`config.mk`:
```
export PLATFORM = sky130hd
export DESIGN_NAME = char_segmenter
export DESIGN_NICKNAME = d
export VERILOG_FILES = /design/src/rtl/char_segmenter.sv
export SDC_FILE = /design/constraint.sdc
export NUM_CORES = 2
export LEC_CHECK = 0
export BUFFER_PORTS_ARGS = -buffer_cell sky130_fd_sc_hd__buf_2
export CELL_PAD_IN_SITES_DETAIL_PLACEMENT = 1
export CELL_PAD_IN_SITES_GLOBAL_PLACEMENT = 1
export CORE_MARGIN = 1.5
export CORE_UTILIZATION = 49
export DETAILED_ROUTE_END_ITERATION = 10
export GPL_ROUTABILITY_DRIVEN = 0
export PLACE_DENSITY = 0.78
export SLEW_MARGIN = 20
export SYNTH_ARGS = -nofsm -noshare
export SYNTH_HDL_FRONTEND = slang
export SYNTH_SLANG_ARGS = --single-unit
```
`constraint.sdc`:
```
create_clock -name i_clk -period 10.2 [get_ports i_clk]
set_input_delay 0.51 -clock i_clk [delete_from_list [all_inputs] [get_ports i_clk]]
set_output_delay 0.51 -clock i_clk [all_outputs]
set_load 0.02 [all_outputs]
```
`src/rtl/char_segmenter.sv`:
```
// Frame-level glyph segmentation: builds a column-occupancy map of the ROI during the frame,
// then scans it once per frame and publishes up to MAX_SEG horizontal runs plus the common y extent.
module char_segmenter #(
    parameter int H_ACTIVE = 1280,
    parameter int V_ACTIVE = 720,
    parameter int ROI_Y0   = 200,
    parameter int ROI_Y1   = 520,
    parameter int MIN_W    = 4,
    parameter int MAX_SEG  = 3
) (
    input  logic                    i_clk,
    input  logic                    i_rst,
    input  logic                    i_vde,
    input  logic [10:0]             i_set_x,
    input  logic [9:0]              i_set_y,
    input  logic                    i_data_bin,
    output logic                    o_seg_valid,
    output logic [1:0]              o_seg_count,
    output logic [11*MAX_SEG-1:0]   o_seg_x0,
    output logic [11*MAX_SEG-1:0]   o_seg_x1,
    output logic [9:0]              o_seg_y0,
    output logic [9:0]              o_seg_y1,
    output logic                    o_overflow,
    output logic                    o_busy
);

    localparam int          XW      = (H_ACTIVE > 1) ? $clog2(H_ACTIVE) : 1;
    localparam logic [10:0] LAST_X  = 11'(H_ACTIVE - 1);
    localparam logic [9:0]  LAST_Y  = 10'(V_ACTIVE - 1);
    localparam logic [11:0] X_LIM   = 12'(H_ACTIVE);
    localparam logic [9:0]  ROI_LO  = 10'(ROI_Y0);
    localparam logic [9:0]  ROI_HI  = 10'(ROI_Y1);
    localparam logic [10:0] MIN_M1  = 11'(MIN_W - 1);
    localparam logic [1:0]  MAX_CNT = 2'(MAX_SEG);

    typedef enum logic [1:0] {
        IDLE    = 2'd0,
        ACCUM   = 2'd1,
        SCAN    = 2'd2,
        PUBLISH = 2'd3
    } state_t;

    state_t state, state_n;

    logic [H_ACTIVE-1:0] col_map;
    logic [9:0]          ymin, ymax;

    logic [10:0]         scan_c;
    logic                in_run;
    logic [10:0]         run_x0;
    logic [1:0]          cnt, cnt_n;
    logic                ovf, ovf_n;
    logic [10:0]         sx0   [MAX_SEG];
    logic [10:0]         sx1   [MAX_SEG];
    logic [10:0]         sx0_n [MAX_SEG];
    logic [10:0]         sx1_n [MAX_SEG];

    logic                frame_start, last_pix, ink, start_pix, scan_last;
    logic [XW-1:0]       map_idx;
    logic                scan_bit, at_last, close_run, keep_run;
    logic [10:0]         close_x0, close_x1;

    assign frame_start = i_vde && (i_set_x == 11'd0) && (i_set_y == 10'd0);
    assign last_pix    = i_vde && (i_set_x == LAST_X) && (i_set_y == LAST_Y);
    assign ink         = i_vde && i_data_bin && ({1'b0, i_set_x} < X_LIM)
                         && (i_set_y >= ROI_LO) && (i_set_y <= ROI_HI);
    // A frame start in IDLE arms the block; a frame start in ACCUM restarts it.
    assign start_pix   = ((state == IDLE) || (state == ACCUM)) && frame_start;
    assign scan_last   = (state == SCAN) && (scan_c == LAST_X);
    assign map_idx     = i_set_x[XW-1:0];
    assign o_busy      = (state == SCAN) || (state == PUBLISH);

    always_ff @(posedge i_clk or negedge i_rst) begin
        if (!i_rst) begin
            state <= IDLE;
        end else begin
            state <= state_n;
        end
    end

    always_comb begin
        state_n = state;
        case (state)
            IDLE:    if (frame_start) state_n = ACCUM;
            ACCUM:   if (last_pix && !frame_start) state_n = SCAN;
            SCAN:    if (scan_c == LAST_X) state_n = PUBLISH;
            PUBLISH: state_n = IDLE;
            default: state_n = IDLE;
        endcase
    end

    // The scan consumes map[0] and shifts right, so the map is empty when the scan ends.
    always_ff @(posedge i_clk or negedge i_rst) begin
        if (!i_rst) begin
            col_map <= '0;
        end else if (start_pix) begin
            col_map <= '0;
            if (ink) col_map[map_idx] <= 1'b1;
        end else if ((state == ACCUM) && ink) begin
            col_map[map_idx] <= 1'b1;
        end else if (state == SCAN) begin
            col_map <= col_map >> 1;
        end
    end

    always_ff @(posedge i_clk or negedge i_rst) begin
        if (!i_rst) begin
            ymin <= '1;
            ymax <= '0;
        end else if (start_pix) begin
            ymin <= ink ? i_set_y : '1;
            ymax <= ink ? i_set_y : '0;
        end else if ((state == ACCUM) && ink) begin
            if (i_set_y < ymin) ymin <= i_set_y;
            if (i_set_y > ymax) ymax <= i_set_y;
        end else if (state == PUBLISH) begin
            ymin <= '1;
            ymax <= '0;
        end
    end

    // Run detection for the column currently at map[0]; a run open at the last column closes there.
    always_comb begin
        scan_bit  = col_map[0];
        at_last   = (scan_c == LAST_X);
        close_x0  = in_run ? run_x0 : scan_c;
        close_x1  = scan_bit ? scan_c : (scan_c - 11'd1);
        close_run = (state == SCAN) && ((in_run && !scan_bit) || (scan_bit && at_last));
        keep_run  = close_run && ((close_x1 - close_x0) >= MIN_M1);
        cnt_n     = cnt;
        ovf_n     = ovf;
        sx0_n     = sx0;
        sx1_n     = sx1;
        if (keep_run) begin
            if (cnt < MAX_CNT) begin
                for (int k = 0; k < MAX_SEG; k++) begin
                    if (cnt == 2'(k)) begin
                        sx0_n[k] = close_x0;
                        sx1_n[k] = close_x1;
                    end
                end
                cnt_n = cnt + 2'd1;
            end else begin
                ovf_n = 1'b1;
            end
        end
    end

    always_ff @(posedge i_clk or negedge i_rst) begin
        if (!i_rst) begin
            scan_c <= '0;
            in_run <= 1'b0;
            run_x0 <= '0;
            cnt    <= '0;
            ovf    <= 1'b0;
            for (int k = 0; k < MAX_SEG; k++) begin
                sx0[k] <= '0;
                sx1[k] <= '0;
            end
        end else if ((state == ACCUM) && last_pix && !frame_start) begin
            scan_c <= '0;
            in_run <= 1'b0;
            run_x0 <= '0;
            cnt    <= '0;
            ovf    <= 1'b0;
            for (int k = 0; k < MAX_SEG; k++) begin
                sx0[k] <= '0;
                sx1[k] <= '0;
            end
        end else if (state == SCAN) begin
            scan_c <= scan_c + 11'd1;
            in_run <= scan_bit && !at_last;
            if (scan_bit && !in_run) run_x0 <= scan_c;
            cnt    <= cnt_n;
            ovf    <= ovf_n;
            sx0    <= sx0_n;
            sx1    <= sx1_n;
        end
    end

    // Results load on the final scan edge so they are already valid in the PUBLISH cycle.
    always_ff @(posedge i_clk or negedge i_rst) begin
        if (!i_rst) begin
            o_seg_valid <= 1'b0;
            o_seg_count <= '0;
            o_seg_x0    <= '0;
            o_seg_x1    <= '0;
            o_seg_y0    <= '0;
            o_seg_y1    <= '0;
            o_overflow  <= 1'b0;
        end else begin
            o_seg_valid <= scan_last;
            if (scan_last) begin
                o_seg_count <= cnt_n;
                o_overflow  <= ovf_n;
                for (int k = 0; k < MAX_SEG; k++) begin
                    o_seg_x0[11*k +: 11] <= sx0_n[k];
                    o_seg_x1[11*k +: 11] <= sx1_n[k];
                end
                if (ymin <= ymax) begin
                    o_seg_y0 <= ymin;
                    o_seg_y1 <= ymax;
                end else begin
                    o_seg_y0 <= '0;
                    o_seg_y1 <= '0;
                end
            end
        end
    end

endmodule

```
Yosys cells after proc, flatten, opt, wreduce, memory -nomap -nowiden
Index checks and enable logic that the tools add are counted.

storage, ports and cells
  flip-flop bits (word level) = 1484

operators by class
  equal/unequal tests = 13
  add/subtract/negate cells = 4
  order comparisons = 10
  multiplexer cells = 53
  reduce and logical (&&, ||, !) cells = 40
  bitwise logic cells = 1

operators by type and width
  kind                                                                    number
  1280-bit two-way mux                                                    4
  1280-bit bitwise OR                                                     1
  33-bit two-way mux                                                      8
  11-bit two-way mux                                                      13
  10-bit two-way mux                                                      12
  11-bit == test, second input constant                                   2
  1-bit logical AND                                                       21
  2-bit two-way mux                                                       7
  11-bit by 12-bit < comparator with 1-bit output, second input constant  1
  11-bit by 1-bit adder with 11-bit output, second input constant         1
  1-bit demux with 11-bit select                                          1
  11-bit by 1-bit >= comparator with 1-bit output, second input constant  1
  11-bit by 2-bit >= comparator with 1-bit output, second input constant  1
  11-bit zero test                                                        1
  11-bit < comparator, second input constant                              1
  11-bit by 1-bit subtractor with 11-bit output, second input constant    1
  11-bit subtractor                                                       1
  10-bit == test, second input constant                                   1
  10-bit by 8-bit >= comparator with 1-bit output, second input constant  1
  10-bit > comparator                                                     1
  10-bit <= comparator                                                    1
  10-bit <= comparator, second input constant                             1
  10-bit zero test                                                        1
  10-bit < comparator                                                     1
  15 further kinds                                                        37

Longest topological paths before layout
  depth after elaboration = 8
  gate-level depth with buffers = 17
  depth with buffers taken out = 15

Least setup slack after synthesis
OpenSTA, ideal clock, no wires.

  path type = reg-to-reg
  start point = reg scan_c[3]
  end point = reg o_seg_x1[12]
  path slack = 5.813 ns
  arrival = 4.251 ns
  required time = 10.063 ns
  buffers on the path = 2
  stages on the path, launching flop included = 16
  period minus slack after synthesis = 4.387 ns
  path through = dfrtp_1 > buf_2 > or4_1 > or3_1 > nor3_1 > xnor2_1 > inv_1 > ha_1 > nor2b_1 > or4_1 > a2111o_1 > nor4_4 > a21oi_2 > buf_2 > mux2i_1 > a21oi_1

between the ends
  longest elaborated chain between the ends = 6
  elaborated cells on any way between the ends = 12
  those cells by class = add/sub: 2; order compare: 1; eq/ne: 1; mux: 3; reduce/logical: 5

ends and longest elaborated chain
  element                                                                                      RTL line      source
  start: declaration                                                                           48            logic [10:0] scan_c;
  start signal: assignment                                                                     171           scan_c <= scan_c + 11'd1;
  11-bit by 1-bit subtractor with 11-bit output / 11-bit == test (equally long branches)       127, 69, 125
  11-bit two-way mux / 1-bit logical AND (equally long branches)                               127, 128
  11-bit subtractor / 1-bit logical OR (equally long branches)                                 129, 128
  11-bit by 2-bit >= comparator with 1-bit output / 1-bit logical AND (equally long branches)  129, 128
  1-bit logical AND                                                                            129           keep_run = close_run && ((close_x1 - close_x0) >= MIN_M1);
  33-bit two-way mux                                                                           134           if (keep_run) begin
  end signal: indexed assignment                                                               198           o_seg_x1[11*k +: 11] <= sx1_n[k];
  end: declaration                                                                             20            output logic [11*MAX_SEG-1:0] o_seg_x1,

Parallel ways exist; a longest one is shown, timed or not.
A chain may end at the register's enable or synchronous reset.

Worst setup path in the final report
  start point = reg col_map[0]
  end point = reg o_seg_x0[4]

between the ends
  longest elaborated chain between the ends = 6
  elaborated cells on any way between the ends = 10
  those cells by class = add/sub: 1; order compare: 1; mux: 2; reduce/logical: 6

ends and longest elaborated chain
  element                                                                    RTL line  source
  start: declaration                                                         45        logic [H_ACTIVE-1:0] col_map;
  start signal: assignment                                                   102       col_map <= col_map >> 1;
  parallel branches: the longest is 4 deep, another holds 11-bit subtractor  --
  1-bit logical AND (*)                                                      129
  33-bit two-way mux (*)                                                     134
  end signal: indexed assignment                                             197       o_seg_x0[11*k +: 11] <= sx0_n[k];
  end: declaration                                                           19        output logic [11*MAX_SEG-1:0] o_seg_x0,

Every way passes the cells marked *.

==> impl_metrics.csv <==
group,metric,value,unit
sta,fin_crit_sh,53.4,%
synth,synthAdderAreaFrac,0.943,%
critical_path,crit_start,"col_map[0]",
global_route,grt_usage,31.1,%
routing,viasPerCell,6.65,
layout,synthToLayoutAreaGrowth,11.1,%
synth,synth_xor_area_share,0.342,%
critical_path,worstSetupStartpointType,"register",
synth,yosysWarningCount,0,
clock_tree,clk_path_buf_depth,3,
global_route,overflow,0,
floorplanning,die-height,357,µm
sta,rsz0062_at_grt,"no",
floorplanning,start_util,49.6,%
global_route,grt_busiest_layer,"met2",
sta,setup_viol,0,
synth,synth_ff_type,"dfrtp_1",
clock_tree,cts_tree,"yes",
layout,drive_gt1_share,9.40,%
run,maxCapViolCount,0,
layout,nNetsFinal,5654,
power_and_ir_drop,power.share.clock,32.8,%
routing,drt_iter0_drc,5497,
floorplanning,std_cell_rows,129,
layout,fillers,13000,
power_and_ir_drop,p_switching,6.11,mW
sta,hold_violations,0,
floorplanning,fp.dieArea,128000,µm²
synth,synth_fp_nets,5872,
synth,synth_cells,5802,
critical_path,end_kind,"register",
power_and_ir_drop,totalPowerFinal,17.9,mW
synth,yosys_register_bits,1484,
power_and_ir_drop,vdd_ir_drop_max,0.190,mV
global_route,antenna_found_initial,25,
synth,syn_area,61500,µm²
synth,synth_seq_area_share,60.4,%
global_route,grt_max_degree,246,
hold_path,hp-class,"in -> reg",
synth,synth_top_cell_area_share,59.9,%
power_and_ir_drop,p_comb_share,24.4,%
power_and_ir_drop,powerDensity,261,nW/µm²
critical_path,path_class,"reg -> reg",
clock_tree,cts.reportedPaths.clkPinSlew,0.06,ns
place,place.port_buffers,115,
sta,fin_skew,0.0334,ns
clock_tree,htree_num_levels,4,
clock_tree,cts_sinks,1484,
critical_path,crit_fanout,19,
synth,synth-edff-count,0,
synth,yosys.area.top_type,"dfrtp_1",
layout,final_util,55.1,%
routing,vias,48900,
synth,synth_cell_types,59,
synth,synthArstFlopShare,100,%
critical_path,reg2reg_depth,14,
synth,synth.area.top_cells,"dfrtp_1 (60%), a22oi_1 (9.7%), o21ai_0 (9.1%)",
power_and_ir_drop,internal_power,11.8,mW
power_and_ir_drop,leakage,28.8,nW
floorplanning,ios,116,
sta,tns,0,ns
global_route,grt_pass1_wl,307000,µm
routing,wirelength,199000,µm
sta,relSlewSlack,16.3,%
global_route,grt.met2_usage,47.3,%
routing,drt-pass1-iter-count,6,
sta,max_freq,184,MHz
global_route,use_met3,5.56,%
synth,synth_top_family_by_area,"compound AO/OA/AOI/OAI gates",
place,dp_hpwl,113000,µm
global_route,use_met1,44.3,%
clock_tree,clock_latency,0.80,ns
floorplanning,core,124000,µm²
sta,slew_violations,0,
sta,max_slew.worst_pin.slew,1.26,ns
synth,syn_area_per_cell,10.6,µm²
hold_path,holdPathStages,2,
critical_path,cp.arrival,6.09,ns
routing,drt.antenna.violating_nets,0,
floorplanning,die_w,357,µm
clock_tree,cts_buffers,157,
sta,fin_crit,5.45,ns
sta,finalHoldWorstSlack,0.0471,ns
global_route,grt_pass1_vias,49800,
synth,synth_simple_gate_area_share,5.13,%
clock_tree,clockRootBuffer,"clkbuf_16",
power_and_ir_drop,seq_power_share,42.8,%
critical_path,r2r-start,"col_map[0]",
routing,wl_per_cell,27.1,µm
run_status,status,"finished clean",
hold_path,min_from,"i_set_y[8]",
critical_path,required,10.85,ns
synth,synth_mux_area_share,0.994,%
routing,route.detailed.drc,0,
synth,synth_compound_area_share,28.3,%
power_and_ir_drop,swShare,34.2,%
-- layout make-up --
type / count / area [µm²] / share of cell area (%)
multi-input combinational: 3680 / 22200 / 32.5
antenna: 12 / 30.0 / 0.0439
clock inverter: 44 / 505 / 0.739
inverter: 55 / 206 / 0.302
clock buffer: 236 / 4740 / 6.94
timing repair buffer: 206 / 1490 / 2.18
sequential: 1484 / 37100 / 54.3
tap: 1637 / 2050 / 3.00
-- synthesized netlist by cell type, drive strengths merged (13+ instances only) --
library cell	n
a211oi	25
a21o	16
a21oi	543
a221o	222
a22oi	795
a32oi	14
and2	13
buf	21
clkbuf	562
dfrtp	1474
ha	44
inv	55
mux2i	51
nand2	253
nand3	24
nor2	378
nor3	16
o21ai	1127
xor2	13
-- layer usage --
layer	wire, µm	part of all wire (%)	vias to the layer above
met5	41	0.021	-
met4	7240	3.6	6
met3	13600	6.8	379
met2	91900	46	1666
met1	86500	43	25800
li1	-	-	21000
-- layout by cell type (no fill, tap or decap), types with 8 or more instances in the layout --
| cell type | n |
|---|---|
| o22a_1 | 10 |
| mux2_2 | 9 |
| clkinv_2 | 22 |
| a221o_1 | 222 |
| nand4_1 | 9 |
| clkbuf_8 | 39 |
| buf_2 | 115 |
| xor2_1 | 13 |
| o21a_1 | 8 |
| mux2i_1 | 51 |
| dfrtp_1 | 1474 |
| inv_1 | 54 |
| nand2_1 | 232 |
| and2_1 | 12 |
| bufinv_16 | 9 |
| xnor2_1 | 11 |
| clkbuf_16 | 163 |
| nand3_1 | 22 |
| a22oi_1 | 795 |
| diode_2 | 12 |
| a21oi_1 | 540 |
| buf_4 | 73 |
| o21ai_0 | 1119 |
| buf_12 | 15 |
| a21o_1 | 15 |
| nand2_2 | 19 |
| clkbuf_1 | 34 |
| dfstp_2 | 10 |
| nor2_2 | 23 |
| ha_1 | 44 |
| a32oi_1 | 14 |
| nor3_1 | 16 |
| a22o_1 | 8 |
| nor2_1 | 353 |
| nor2b_1 | 8 |
| a211oi_1 | 25 |
-- critical path, cell delays in order, from the launching register on --
cell and delay, ns:
dfrtp_1 0.57, or4_1 0.71, or3_1 0.42, nor3_1 0.22
xnor2_1 0.27, inv_1 0.09, ha_1 0.38, nor2b_1 0.19
or4_1 0.51, a2111o_1 0.42, nor4_4 0.57, a21oi_4 0.32
buf_16 0.27, mux2i_1 0.21, o21ai_0 0.13
-- registers in the layout, indices dropped and copies added, names as in the netlist, 10 cells and up --
name	cells
o_seg_y1	10
o_seg_x0	33
scan_c	11
ymin	10
o_seg_x1	33
ymax	10
sx1	33
sx0	33
run_x0	11
col_map	1280
o_seg_y0	10
-- through the flow --
stage / instance area [µm²] / cells / setup slack [ns]
3_3_place_gp: 63000 / 7057 / 5.08
6_report: 68400 / 7354 / 4.75
4_1_cts: 68300 / 7340 / 4.79
2_1_floorplan: 61500 / 5802 / 5.81
3_5_place_dp: 63000 / 7059 / 4.89
5_1_grt: 68400 / 7350 / 4.53
-- cells by family after synthesis --
| kind of cell | Yosys count |
|---|---|
| AOI/OAI and AO/OA | 2794 |
| xor gates and xnor gates | 24 |
| adders and majority gates | 46 |
| buffers and inverters | 638 |
| DFF | 1484 |
| muxes | 60 |
| and+or+nand+nor | 756 |
-- power groups by stage --
stage	clock (mW)	combinational [mW]	sequential [mW]
floorplan	0	3.22	7.45
global placement	0	4.09	7.65
detailed placement	0	4.29	7.70
CTS	5.92	4.33	7.62
global route	6.15	4.84	7.75
finish	5.86	4.37	7.64
-- final timing paths --
kind,endpoint,slack (ns)
min in group asynchronous,col_map[431],0.33
max in group asynchronous,col_map[401],7.35
worst min register to register,o_seg_x0[8],0.48
worst max-delay path,o_seg_x0[4],4.75
worst min-delay path,ymin[8],0.05
worst max register to register,o_seg_x0[4],4.75
-- repair_timing --
| action | in CTS | in global routing |
|---|---|---|
| gates resized for setup | 0 | 0 |
| setup buffers | 0 | 0 |
| hold endpoints to repair | 162 | 0 |
| hold buffers | 1 | 0 |
Note: power is estimated with default switching activity, not from simulation.
